`config.mk`:
```
export PLATFORM = sky130hd
export DESIGN_NAME = ex_alu_stage
export DESIGN_NICKNAME = d
export VERILOG_FILES = /design/src/rtl/ex_alu_stage_pkg.sv /design/src/rtl/ex_alu_stage_alu_comb.sv /design/src/rtl/ex_alu_stage.sv
export SDC_FILE = /design/constraint.sdc
export NUM_CORES = 1
export LEC_CHECK = 0
export BUFFER_PORTS_ARGS = -buffer_cell sky130_fd_sc_hd__buf_4
export CAP_MARGIN = 0
export CELL_PAD_IN_SITES_DETAIL_PLACEMENT = 1
export CELL_PAD_IN_SITES_GLOBAL_PLACEMENT = 1
export CORE_MARGIN = 1.5
export CORE_UTILIZATION = 46
export CTS_BUF_LIST = sky130_fd_sc_hd__clkbuf_2 sky130_fd_sc_hd__clkbuf_4 sky130_fd_sc_hd__clkbuf_8
export DETAILED_ROUTE_END_ITERATION = 10
export PLACE_DENSITY_LB_ADDON = 0.1
export SYNTH_ARGS = -nofsm -noshare
export SYNTH_HDL_FRONTEND = slang
export SYNTH_SLANG_ARGS = --single-unit
```
`constraint.sdc`:
```
create_clock -name clk -period 4.76 [get_ports clk]
set_clock_uncertainty 0.15 [all_clocks]
set_input_delay 0.714 -clock clk [delete_from_list [all_inputs] [get_ports clk]]
set_output_delay 0.714 -clock clk [all_outputs]
set_load 0.1 [all_outputs]
```
`src/rtl/ex_alu_stage_pkg.sv`:
```
// rtl/ex_alu_stage_pkg.sv - aluctrl codes and EX-stage FSM state shared with ALU control
package ex_alu_stage_pkg;

  localparam logic [3:0] ALU_AND = 4'd0;
  localparam logic [3:0] ALU_OR  = 4'd1;
  localparam logic [3:0] ALU_ADD = 4'd2;
  localparam logic [3:0] ALU_MUL = 4'd4;
  localparam logic [3:0] ALU_SUB = 4'd6;
  localparam logic [3:0] ALU_SLT = 4'd7;
  localparam logic [3:0] ALU_NOR = 4'd12;
  localparam logic [3:0] ALU_BAD = 4'd15;

  typedef enum logic [0:0] {
    ST_IDLE = 1'b0,
    ST_MUL  = 1'b1
  } ex_state_t;

endpackage

```
`src/rtl/ex_alu_stage_alu_comb.sv`:
```
// rtl/ex_alu_stage_alu_comb.sv - single-cycle combinational ALU datapath
module alu_comb
  import ex_alu_stage_pkg::*;
#(
  parameter int WIDTH = 32
) (
  input  logic [3:0]       aluctrl,
  input  logic [WIDTH-1:0] a,
  input  logic [WIDTH-1:0] b,
  output logic [WIDTH-1:0] result,
  output logic             overflow,
  output logic             illegal
);

  logic [WIDTH-1:0] sum;
  logic [WIDTH-1:0] diff;

  assign sum  = a + b;
  assign diff = a - b;

  // MUL is a legal code but its result comes from the iterative unit in the top.
  always_comb begin
    result   = '0;
    overflow = 1'b0;
    illegal  = 1'b0;
    case (aluctrl)
      ALU_AND: result = a & b;
      ALU_OR:  result = a | b;
      ALU_ADD: begin
        result   = sum;
        overflow = (a[WIDTH-1] == b[WIDTH-1]) && (sum[WIDTH-1] != a[WIDTH-1]);
      end
      ALU_SUB: begin
        result   = diff;
        overflow = (a[WIDTH-1] != b[WIDTH-1]) && (diff[WIDTH-1] != a[WIDTH-1]);
      end
      ALU_SLT: result = {{(WIDTH-1){1'b0}}, ($signed(a) < $signed(b))};
      ALU_NOR: result = ~(a | b);
      ALU_MUL: result = '0;
      default: illegal = 1'b1;
    endcase
  end

endmodule

```
`src/rtl/ex_alu_stage.sv`:
```
// rtl/ex_alu_stage.sv - execute-stage ALU with iterative MUL and EX/MEM register
module ex_alu_stage
  import ex_alu_stage_pkg::*;
#(
  parameter int WIDTH = 32
) (
  input  logic             clk,
  input  logic             reset,
  input  logic             in_valid,
  input  logic [3:0]       aluctrl,
  input  logic [WIDTH-1:0] opa,
  input  logic [WIDTH-1:0] opb,
  input  logic [4:0]       in_rd,
  input  logic             in_regwrite,
  input  logic             stall_in,
  input  logic             flush,
  output logic             busy,
  output logic             out_valid,
  output logic [WIDTH-1:0] out_result,
  output logic             out_zero,
  output logic             out_overflow,
  output logic             out_illegal,
  output logic [4:0]       out_rd,
  output logic             out_regwrite
);

  localparam int CW = $clog2(WIDTH + 1);
  localparam logic [CW-1:0] CNT_LOAD = CW'(WIDTH);
  localparam logic [CW-1:0] CNT_ONE  = CW'(1);

  ex_state_t        state;
  logic [CW-1:0]    count;
  logic [WIDTH-1:0] mcand;
  logic [WIDTH-1:0] mplier;
  logic [WIDTH-1:0] acc;
  logic [WIDTH-1:0] acc_next;
  logic [4:0]       mul_rd;
  logic             mul_regwrite;
  logic             accept;

  logic [WIDTH-1:0] comb_result;
  logic             comb_overflow;
  logic             comb_illegal;

  alu_comb #(.WIDTH(WIDTH)) u_alu_comb (
    .aluctrl  (aluctrl),
    .a        (opa),
    .b        (opb),
    .result   (comb_result),
    .overflow (comb_overflow),
    .illegal  (comb_illegal)
  );

  assign busy     = (state == ST_MUL);
  assign accept   = in_valid & ~busy & ~stall_in & ~flush;
  assign acc_next = mplier[0] ? (acc + mcand) : acc;

  always_ff @(posedge clk) begin
    if (reset) begin
      state        <= ST_IDLE;
      count        <= '0;
      mcand        <= '0;
      mplier       <= '0;
      acc          <= '0;
      mul_rd       <= '0;
      mul_regwrite <= 1'b0;
      out_valid    <= 1'b0;
      out_result   <= '0;
      out_zero     <= 1'b0;
      out_overflow <= 1'b0;
      out_illegal  <= 1'b0;
      out_rd       <= '0;
      out_regwrite <= 1'b0;
    end else if (flush) begin
      state        <= ST_IDLE;
      count        <= '0;
      out_valid    <= 1'b0;
      out_result   <= '0;
      out_zero     <= 1'b0;
      out_overflow <= 1'b0;
      out_illegal  <= 1'b0;
      out_rd       <= '0;
      out_regwrite <= 1'b0;
    end else if (!stall_in) begin
      // Bubble unless overridden below by a completing op.
      out_valid    <= 1'b0;
      out_result   <= '0;
      out_zero     <= 1'b0;
      out_overflow <= 1'b0;
      out_illegal  <= 1'b0;
      out_rd       <= '0;
      out_regwrite <= 1'b0;
      if (state == ST_MUL) begin
        acc    <= acc_next;
        mcand  <= mcand << 1;
        mplier <= mplier >> 1;
        count  <= count - CNT_ONE;
        if (count == CNT_ONE) begin
          state        <= ST_IDLE;
          out_valid    <= 1'b1;
          out_result   <= acc_next;
          out_zero     <= (acc_next == '0);
          out_rd       <= mul_rd;
          out_regwrite <= mul_regwrite;
        end
      end else if (accept) begin
        if (aluctrl == ALU_MUL) begin
          state        <= ST_MUL;
          count        <= CNT_LOAD;
          mcand        <= opa;
          mplier       <= opb;
          acc          <= '0;
          mul_rd       <= in_rd;
          mul_regwrite <= in_regwrite;
        end else begin
          out_valid    <= 1'b1;
          out_result   <= comb_result;
          out_zero     <= (comb_result == '0);
          out_overflow <= comb_overflow;
          out_illegal  <= comb_illegal;
          out_rd       <= in_rd;
          out_regwrite <= in_regwrite & ~comb_illegal;
        end
      end
    end
  end

endmodule

```
Yosys cells after proc, flatten, opt, wreduce, memory -nomap -nowiden
Index checks and enable logic that the tools add are counted.
{ "totals": {"mem_bits_ro": 0, "n_memories": 0, "mem_bits_rw": 0, "latchBits": 0, "elab_cells": 98, "input_bits": 79, "ff_bits": 151} }
{ "op_classes": {"addsub": 4, "n_bitwise": 10, "shift": 0, "n_mux": 46, "n_div": 0, "n_reduce_logical": 12, "magnitude_cmp": 1, "n_mul": 0, "n_eq_ne": 11} }
{ "op_table": {"columns": ["cell", "count"], "rows": [
  ["$mux 32", 14],
  ["$pmux 32 s6", 1],
  ["$add 32x32->32", 2],
  ["$logic_not 32->1", 2],
  ["$and 32x32->32", 1],
  ["$lt 32x32->1", 1],
  ["$not 32->32", 1],
  ["$or 32x32->32", 1],
  ["$sub 32x32->32", 1],
  ["$mux 1", 23],
  ["$mux 5", 4],
  ["$mux 6", 3],
  ["$eq 4x3->1 const B", 3],
  ["$reduce_or 7->1", 1],
  ["$eq 6x1->1 const B", 1],
  ["$sub 6x1->6 const B", 1],
  ["$reduce_and 5->1", 1],
  ["$and 1x1->1", 4],
  ["$eq 4x1->1 const B", 1],
  ["$eq 4x2->1 const B", 1],
  ["$eq 4x4->1 const B", 1],
  ["$logic_not 4->1", 1],
  ["$reduce_and 4->1", 1],
  ["$reduce_bool 2->1", 2],
  ["other kinds (7)", 12]
]} }

Longest topological paths before layout
Gate-level depths: netlist of run 1.
{ "logic_depth": {"word_depth": 7, "ltp_mapped": 16, "ltp_nobuf": 15} }

By module
A second synthesis of run 1 with hierarchy kept.
{ "hier_totals": {"hier_cells": 1794, "area_unflattened_um2": 13668.1} }
{ "by_module_without_submodules": {"columns": ["module", "cells_each", "area_per_inst_um2", "n_inst", "seq_area_each_um2"], "rows": [
  ["ex_alu_stage", 1052, 8773.4, 1, 3022.9],
  ["alu_comb", 742, 4894.7, 1, 0.0]
]} }

Worst setup path before layout of run 1
Ideal clock, no wire load.
{ "synth_path": {"path_type": "input -> register", "startpoint": "input port opa[0]", "endpoint": "register out_zero", "path_buffers": 0, "arrival_time_ns": 3.554, "setup_ns": 0.058, "path_slack_ns": 0.997, "cell_stages": 15, "cell_sequence": "inv_1 ha_1 fa_1 o21bai_1 a211oi_1 o211ai_1 a31oi_1 a31oi_1 o21ai_1 a41oi_1 o211ai_1 nor4_1 nand4_1 o31ai_1 a31o_1"} }
{ "synth_via": {"elab_chain_cells": 7, "elab_cells_between_ends": 11, "cone_classes": "add/sub: 2; order compare: 1; mux: 4; bitwise: 3; reduce/logical: 1"} }
{ "synth_rtl": {"columns": ["element", "line", "source"], "rows": [
  ["start: declaration", "ex_alu_stage.sv:11", "input logic [WIDTH-1:0] opa,"],
  ["parallel branches: the longest is 2 deep, another holds $sub 32x32->32", null, null],
  ["$pmux 32 s6 (*)", "ex_alu_stage_alu_comb.sv:26", "case (aluctrl)"],
  ["$logic_not 32->1 (*)", "ex_alu_stage.sv:118", "out_zero <= (comb_result == '0);"],
  ["$mux 1 (*)", "ex_alu_stage.sv:107", "if (aluctrl == ALU_MUL) begin"],
  ["$mux 1 (*)", "ex_alu_stage.sv:106", "end else if (accept) begin"],
  ["$mux 1 (*)", "ex_alu_stage.sv:93", "if (state == ST_MUL) begin"],
  ["end signal: assignment", "ex_alu_stage.sv:102", "out_zero <= (acc_next == '0);"],
  ["end signal: assignment", "ex_alu_stage.sv:118", null],
  ["end: declaration", "ex_alu_stage.sv:20", "output logic out_zero,"]
]} }
Mark *: on every way between the ends.
A chain may end at the register's enable or synchronous reset.

Final worst setup path of run 1
{ "layout_path": {"startpoint": "input port opa[4]", "endpoint": "register out_zero"} }
The elaborated chain is that of the path after synthesis.

==> flow_metrics.tcl, run 1 <==
set metrics [dict create \
    outcome "complete, no violations" \
    power.density_nw_per_um2 216 \
    async_reset_ff_frac 0 \
    firstDrtPassIters 5 \
    dp.cells 2323 \
    track_usage 0.356 \
    synth_top_cell_by_area "dfxtp_1" \
    grt_pass1_vias 15300 \
    crit_fanout 13 \
    min_period_ps 4370 \
    via_count 15200 \
    grt_start_max_net_pins 95 \
    cts_buffers 17 \
    rsz0062_at_grt "false" \
    rows 63 \
    route.met2.wl_mm 25.5 \
    crit_chain "buf_4 -> inv_1 -> ha_1 -> a21oi_1 -> o211ai_1 -> and2_1 -> a2111oi_0 -> a2bb2oi_1 -> nand4bb_1 -> nor4_1 -> nand4_1 -> nor3_1 -> nand4_1 -> o31ai_1 -> a31o_1" \
    synth-edff-count 0 \
    ctsResizeCount 0 \
    cts.sinks 151 \
    drcViolationCount 0 \
    timing.hold.ws_ps 286 \
    required_ps 5070 \
    synth_cells 1876 \
    gr-total-overflow 0 \
    crit_path_start_kind "input port" \
    crit_cells 15 \
    peakVddDrop_mv 0.186 \
    synth_seq_cells 151 \
    post-cts-setup-buffers 0 \
    ios 122 \
    final_layout_size_suffix_gt1_frac 0.134 \
    crit_buf_inv 2 \
    avgSynthCellArea_um2 7.50 \
    post-route-period-util 0.918 \
    cts-root-buf "clkbuf_8" \
    hold_viol 0 \
    clk_path_buf_depth 2 \
    crit_type "input port to register" \
    synth_ff_type "dfxtp_1" \
    grt_pass1_wl_mm 86.4 \
    synth_top_cell_area_share 0.215 \
    synth_area_um2 14100 \
    slew_violations 0 \
    clk_pin_slew_worst_paths_ps 100 \
    wirelength_mm 56.1 \
    ant_nets 0 \
    fin_tns_setup_ps 0 \
    endpoint_kind "register" \
    worstHoldPathType "input port to register" \
    slowest_stage "a2111oi_0" \
    die_area_um2 31600 \
    yosysUniqueCellTypes 87 \
    layout_common_cells "nor2_1, buf_4, a21oi_1" \
    final_nets 2175 \
    die_h_um 178 \
    io_buffers 121 \
    postCtsHoldBufs 0 \
    final-instance-count-excl-fill 2354 \
    maxCapViolations 0 \
    crit_family "compound AO/OA/AOI/OAI gates" \
    dp_hpwl_mm 43.4 \
    drtIter0Drc 1227 \
    gp_congestion 0.977 \
    cp_common_cell "nand4_1" \
    die_x_um 178 \
    cts_tree "done" \
    syn_nets 2099 \
    fmax_mhz 229 \
    core_area_um2 29900 \
    wl_met1_mm 25.4 \
    synth.area.top_cells "dfxtp_1, ha_1, nor2_1, a21oi_1, mux2i_1" \
    syn2layout_area_growth_pct 13.0 \
    holdPathStages 3 \
    yosys_warnings 0 \
    finalSetupViolCount 0 \
    finalPower_mw 3.44 \
    power.static_leakage_nw 6.53 \
    wl_met3_mm 3.98 \
    arrival_ps 4680 \
    final_cell_area_um2 15900 \
    antenna_found_initial 1 \
    routed.top_layer "met4" \
    slew_headroom 0.206 \
    placed_cell_area_um2 15500 \
    worstMarginPinSlew_ps 1190 \
    vias_per_cell 6.44 \
    diodes 0 \
    worst_skew_pair.late_latency_ps 520 \
    worstRegToRegCells 14 \
    slowest_delay_ps 510 \
    initial_core_util 0.471 \
    final_common_cell "nor2_1" \
    wl_per_cell_um 23.8 \
    yosysSeqAreaShare 0.215 \
    htree_levels 4 \
]
-- flip-flops by register name, summed over array words and instances, names as in the netlist --
signal        flops
mul_regwrite      1
mplier           32
out_regwrite      1
out_illegal       1
out_rd            5
busy              1
count             6
acc              32
mcand            32
out_result       32
out_overflow      1
mul_rd            5
out_valid         1
out_zero          1
-- worst reg2reg max path, stage by stage (launching register included) --
cell and delay, ps:
dfxtp_1 370, ha_1 240, fa_1 410, a21o_1 200, a221oi_2 380, o31ai_2 190
a311oi_2 330, o21ai_2 180, o21ai_2 240, o21ai_1 130, xor2_1 150, mux2_4 300
or4_1 540, nor3_2 160, a31o_1 160
-- per-stage QoR --
step	utilization	worst slack [ps]
final	0.532	390
after global routing	0.532	236
after CTS	0.532	551
after detailed placement	0.518	14.5
after global placement	0.518	181
after floorplan	-	997
-- path summary, 6_finish.rpt --
kind / endpoint / slack, ps / start
hold / removal: mul_regwrite / 290 / in_regwrite
setup reg to reg: out_zero / 580 / acc[0]
hold reg to reg: out_result[20] / 330 / out_result[20]
setup / recovery: out_zero / 390 / opa[4]
-- cell type report --
cell class	count	area (um2)
fill	3787	14000
timing repair buffer	182	1380
clock inverter	12	166
sequential	151	3030
tap	390	488
clock buffer	19	249
multi-input combinational	1486	10200
inverter	114	428
-- report_power, final --
group          switching, mW  leakage (nW)  total [mW]  internal (mW)
sequential           0.00870          1.22        1.28           1.27
combinational          0.672          5.10        1.01          0.341
clock                  0.606         0.210        1.14          0.537
-- kinds of logic (layout without fill, tap and decap cells) --
| family | after synthesis | in the layout | synth area share |
|---|---|---|---|
| muxes | 94 | 94 | 0.0688 |
| xor gates and xnor gates | 36 | 36 | 0.0224 |
| AOI/OAI and AO/OA | 637 | 637 | 0.311 |
| and+or+nand+nor | 575 | 575 | 0.188 |
| adders and majority gates | 144 | 144 | 0.130 |
| buffers and inverters | 239 | 327 | 0.0651 |
| DFF | 151 | 151 | 0.215 |
-- Yosys cell counts, types with 5 or more instances --
library cell and n:
inv_2 8, nor3_1 42, nand2_1 95, a21o_1 29, a22oi_1 35, nor2b_1 9, o211ai_1 23, dfxtp_1 151
o21ai_1 13, o21a_1 13, nor4_1 12, o31ai_1 15, o21bai_1 14, and3_1 9, and4_1 5, nand2b_1 16
o22a_1 6, nor2_1 270, or3_1 12, nand3b_1 5, buf_1 12, mux2i_1 76, a221oi_1 28, nand3_1 42
a221o_1 22, and2_1 12, clkbuf_1 100, or4_1 8, o21ai_0 88, o311ai_0 5, inv_1 105, buf_2 12
a31oi_1 23, or2_1 7, ha_1 141, xnor2_1 21, a211o_1 5, o22ai_1 9, nand4_1 16, o2111ai_1 6
a21oi_1 152, xor2_1 15, mux2_2 17, a211oi_1 80
-- per-layer routing --
layer	up-vias	track usage
li1	7061	-
met1	7509	0.469
met2	495	0.570
met3	103	0.0893
met4	0	0.101
met5	-	0
Note: power is estimated with default switching activity, not from simulation.
==> inputs of run 2 (changes only) <==
- CORE_MARGIN: 1.5 -> 3
- PLACE_DENSITY_LB_ADDON: 0.1 -> 0.12
==> flow_metrics.tcl, run 2 (same netlist as run 1, synthesis figures left out) <==
set metrics [dict create \
    clk_pin_slew_worst_paths_ps 90 \
    grt_pass1_wl_mm 87.4 \
    die_area_um2 32700 \
    crit_fanout 5 \
    slowest_delay_ps 550 \
    final_layout_size_suffix_gt1_frac 0.129 \
    final_common_cell "nor2_1" \
    firstDrtPassIters 5 \
    endpoint_kind "register" \
    slew_violations 0 \
    core_area_um2 29900 \
    grt_start_max_net_pins 95 \
    fin_tns_setup_ps 0 \
    hold_viol 0 \
    rows 63 \
    arrival_ps 4480 \
    final-instance-count-excl-fill 2343 \
    crit_type "register to register" \
    track_usage 0.334 \
    htree_levels 4 \
    power.static_leakage_nw 6.46 \
    min_period_ps 4250 \
    cts-root-buf "clkbuf_8" \
    rsz0062_at_grt "false" \
    die_x_um 181 \
    post-route-period-util 0.893 \
    fmax_mhz 235 \
    finalSetupViolCount 0 \
    wl_per_cell_um 23.9 \
    peakVddDrop_mv 0.178 \
    worstHoldPathType "input port to register" \
    via_count 15100 \
    final_nets 2163 \
    maxCapViolations 0 \
    slowest_stage "a221oi_1" \
    dp_hpwl_mm 43.2 \
    clk_path_buf_depth 2 \
    layout_common_cells "nor2_1, buf_4, a21oi_1" \
    antenna_found_initial 1 \
    grt_pass1_vias 15300 \
    power.density_nw_per_um2 212 \
    required_ps 4990 \
    io_buffers 121 \
    postCtsHoldBufs 0 \
    slew_headroom 0.239 \
    cts.sinks 151 \
    gr-total-overflow 0 \
    crit_path_start_kind "register" \
    drtIter0Drc 1211 \
    post-cts-setup-buffers 0 \
    worst_skew_pair.late_latency_ps 530 \
    syn2layout_area_growth_pct 12.3 \
    dp.cells 2311 \
    ant_nets 0 \
    gp_congestion 0.990 \
    ctsResizeCount 0 \
    initial_core_util 0.471 \
    outcome "complete, no violations" \
    drcViolationCount 0 \
    crit_chain "ha_1 -> fa_1 -> a21o_1 -> a221oi_2 -> o31ai_2 -> a311oi_2 -> o21ai_2 -> o21ai_2 -> a21oi_1 -> nor3_1 -> xnor2_1 -> mux2_2 -> a221oi_1 -> nor2_1" \
    cts_buffers 17 \
    fillers 3806 \
    worstMarginPinSlew_ps 1140 \
    vias_per_cell 6.45 \
    cts_tree "done" \
    die_h_um 181 \
    ios 122 \
    wirelength_mm 56.0 \
    diodes 0 \
    cp_common_cell "o21ai_2" \
]
run 2: final timing paths:
check                             startpoint              to  slack, ps  cells after the start
worst max-delay path                mcand[0]  out_result[26]        510                     14
worst max register to register      mcand[0]  out_result[26]        510                     14
worst min register to register  out_overflow    out_overflow        320                      2
worst min-delay path                in_rd[0]       mul_rd[0]        300                      3
run 2: metrics by stage:
stage          instance area (um2)  hold WS, ps  power (mW)  worst slack (ps)   util
6_report                     15800          296        3.36               511  0.529
3_3_place_gp                 15400          306        2.26               243  0.515
3_5_place_dp                 15400          309        2.28               149  0.515
4_1_cts                      15800          264        3.35               545  0.529
5_1_grt                      15800          283        3.50               321  0.529
2_1_floorplan                14100          282        1.93               997      -
run 2: final cells by class:
class | count | area (um2) | share of cell area
Tap cell | 390 | 488 | 0.0309
Clock buffer | 19 | 255 | 0.0162
Clock inverter | 13 | 138 | 0.00871
Sequential cell | 151 | 3030 | 0.192
Timing Repair Buffer | 170 | 1300 | 0.0824
Inverter | 114 | 428 | 0.0271
Multi-Input combinational cell | 1486 | 10200 | 0.643
run 2: metal layers:
layer  up-vias  global-route usage  wire length, um
li1       7039                   -                -
met1      7441               0.453            25300
met2       524               0.536            25400
met3        99              0.0773             4090
met4         2              0.0866             1230
met5         -                   0               12
run 2: worst max-delay path: cells and delay by family (launching register included):
kind	cells	cell delay, ps
AO/OA/AOI/OAI	8	2190
XOR/XNOR	1	90
adder cells (fa/ha/maj)	2	680
flip-flops	1	380
multiplexers	1	340
AND/OR/NAND/NOR	2	290
run 2: power breakdown:
| group | switching, mW | internal, mW |
|---|---|---|
| clock network | 0.634 | 0.447 |
| registers | 0.00836 | 1.27 |
| logic | 0.661 | 0.332 |
==> inputs of run 3 (changes only) <==
- GPL_TIMING_DRIVEN: default -> 0
- TNS_END_PERCENT: default -> 5
==> flow_metrics.tcl, run 3 (same netlist as run 1, synthesis figures left out) <==
set metrics [dict create \
    rsz0062_at_grt "false" \
    worstHoldPathType "input port to register" \
    grt_pass1_vias 16000 \
    power.density_nw_per_um2 218 \
    final_common_cell "nor2_1" \
    antenna_found_initial 0 \
    endpoint_kind "register" \
    dp_hpwl_mm 48.8 \
    firstDrtPassIters 7 \
    rows 63 \
    slew_violations 0 \
    via_count 15900 \
    track_usage 0.364 \
    maxCapViolations 0 \
    grt_pass1_wl_mm 94.0 \
    wirelength_mm 61.4 \
    wl_per_cell_um 25.4 \
    crit_start "busy" \
    gp_congestion 0.979 \
    worstMarginPinSlew_ps 1110 \
    die_h_um 181 \
    ant_nets 0 \
    cts-root-buf "clkbuf_8" \
    worst_skew_pair.late_latency_ps 510 \
    required_ps 4950 \
    arrival_ps 4870 \
    syn2layout_area_growth_pct 13.3 \
    hold_viol 0 \
    io_buffers 121 \
    layout_common_cells "nor2_1, a21oi_1, dfxtp_1" \
    hp-start "in_rd[0]" \
    cts_buffers 17 \
    core_area_um2 29900 \
    vias_per_cell 6.57 \
    peakVddDrop_mv 0.143 \
    final_layout_size_suffix_gt1_frac 0.108 \
    min_period_ps 4670 \
    fmax_mhz 214 \
    ctsResizeCount 1 \
    htree_levels 4 \
    final-instance-count-excl-fill 2420 \
    cts_tree "done" \
    crit_path_start_kind "register" \
    regToRegStartpoint "busy" \
    ios 122 \
    post-route-period-util 0.982 \
    final_nets 2240 \
    dp.cells 2388 \
    outcome "complete, no violations" \
    diodes 0 \
    initial_core_util 0.471 \
    crit_fanout 10 \
    slew_headroom 0.257 \
    grt_start_max_net_pins 17 \
    crit_type "register to register" \
    drcViolationCount 0 \
    timing.hold.ws_ps 308 \
    power.static_leakage_nw 6.44 \
    die_area_um2 32700 \
    gr-total-overflow 0 \
    clk_path_buf_depth 2 \
    cts.sinks 151 \
    drtIter0Drc 1487 \
    postCtsHoldBufs 0 \
    finalSetupViolCount 0 \
    fillers 3831 \
    clk_pin_slew_worst_paths_ps 90 \
    die_x_um 181 \
    post-cts-setup-buffers 0 \
]
-- run 3: cell count changes in the layout (fill, tap and decap cells not counted), sizes merged --
cell      delta
inv          -1
clkbuf     +102
clkinvlp     -2
bufinv       +2
buf         -24
-- run 3: layout make-up --
cell class / instances / area (um2) / area share
multi-input combinational: 1486 / 10200 / 0.637
sequential: 151 / 3020 / 0.190
timing repair buffer: 122 / 916 / 0.0574
buffer: 125 / 494 / 0.0310
tap: 390 / 488 / 0.0306
inverter: 114 / 428 / 0.0268
clock buffer: 20 / 269 / 0.0169
clock inverter: 12 / 164 / 0.0103
-- run 3: final timing paths --
| kind | slack [ps] | depth (start not counted) | end |
|---|---|---|---|
| worst max-delay path | 90 | 8 | mplier[29] |
| worst min-delay path | 310 | 3 | mul_rd[0] |
| worst min register to register | 320 | 2 | mplier[31] |
| worst max register to register | 90 | 8 | mplier[29] |
-- run 3: where the power goes --
group	switching, mW	internal, mW	total [mW]
Clock	0.598	0.561	1.16
Sequential	0.00794	1.27	1.28
Combinational	0.714	0.322	1.04
-- run 3: stage by stage --
step / utilization / TNS [ps] / cell area [um2] / setup WS [ps] / total power, mW
floorplan: - / 0 / 14100 / 997 / 1.93
global placement: 0.518 / -4610 / 15500 / -565 / 2.28
detailed placement: 0.518 / -10680 / 15500 / -454 / 2.30
CTS: 0.532 / 0 / 15900 / 102 / 3.43
global route: 0.534 / 0 / 15900 / 6.36 / 3.59
finish: 0.534 / 0 / 15900 / 87.4 / 3.48
-- run 3: worst max-delay path: stages (launching register included) --
cell      delay, ps
dfxtp_1         400
nor4b_1         750
nand3_1         340
and2_1          290
nor2_1          320
clkbuf_1        830
clkbuf_2        570
buf_1           660
a211oi_1        180
-- run 3: layer usage --
| metal | share of wire | vias to the layer above | track usage | wire length (um) |
|---|---|---|---|---|
| met3 | 0.082 | 142 | 0.0697 | 5010 |
| met4 | 0.036 | 0 | 0.128 | 2210 |
| met1 | 0.43 | 7854 | 0.481 | 26400 |
| met2 | 0.45 | 717 | 0.594 | 27800 |
| li1 | - | 7190 | - | - |
| met5 | 0 | - | 0 | 0 |
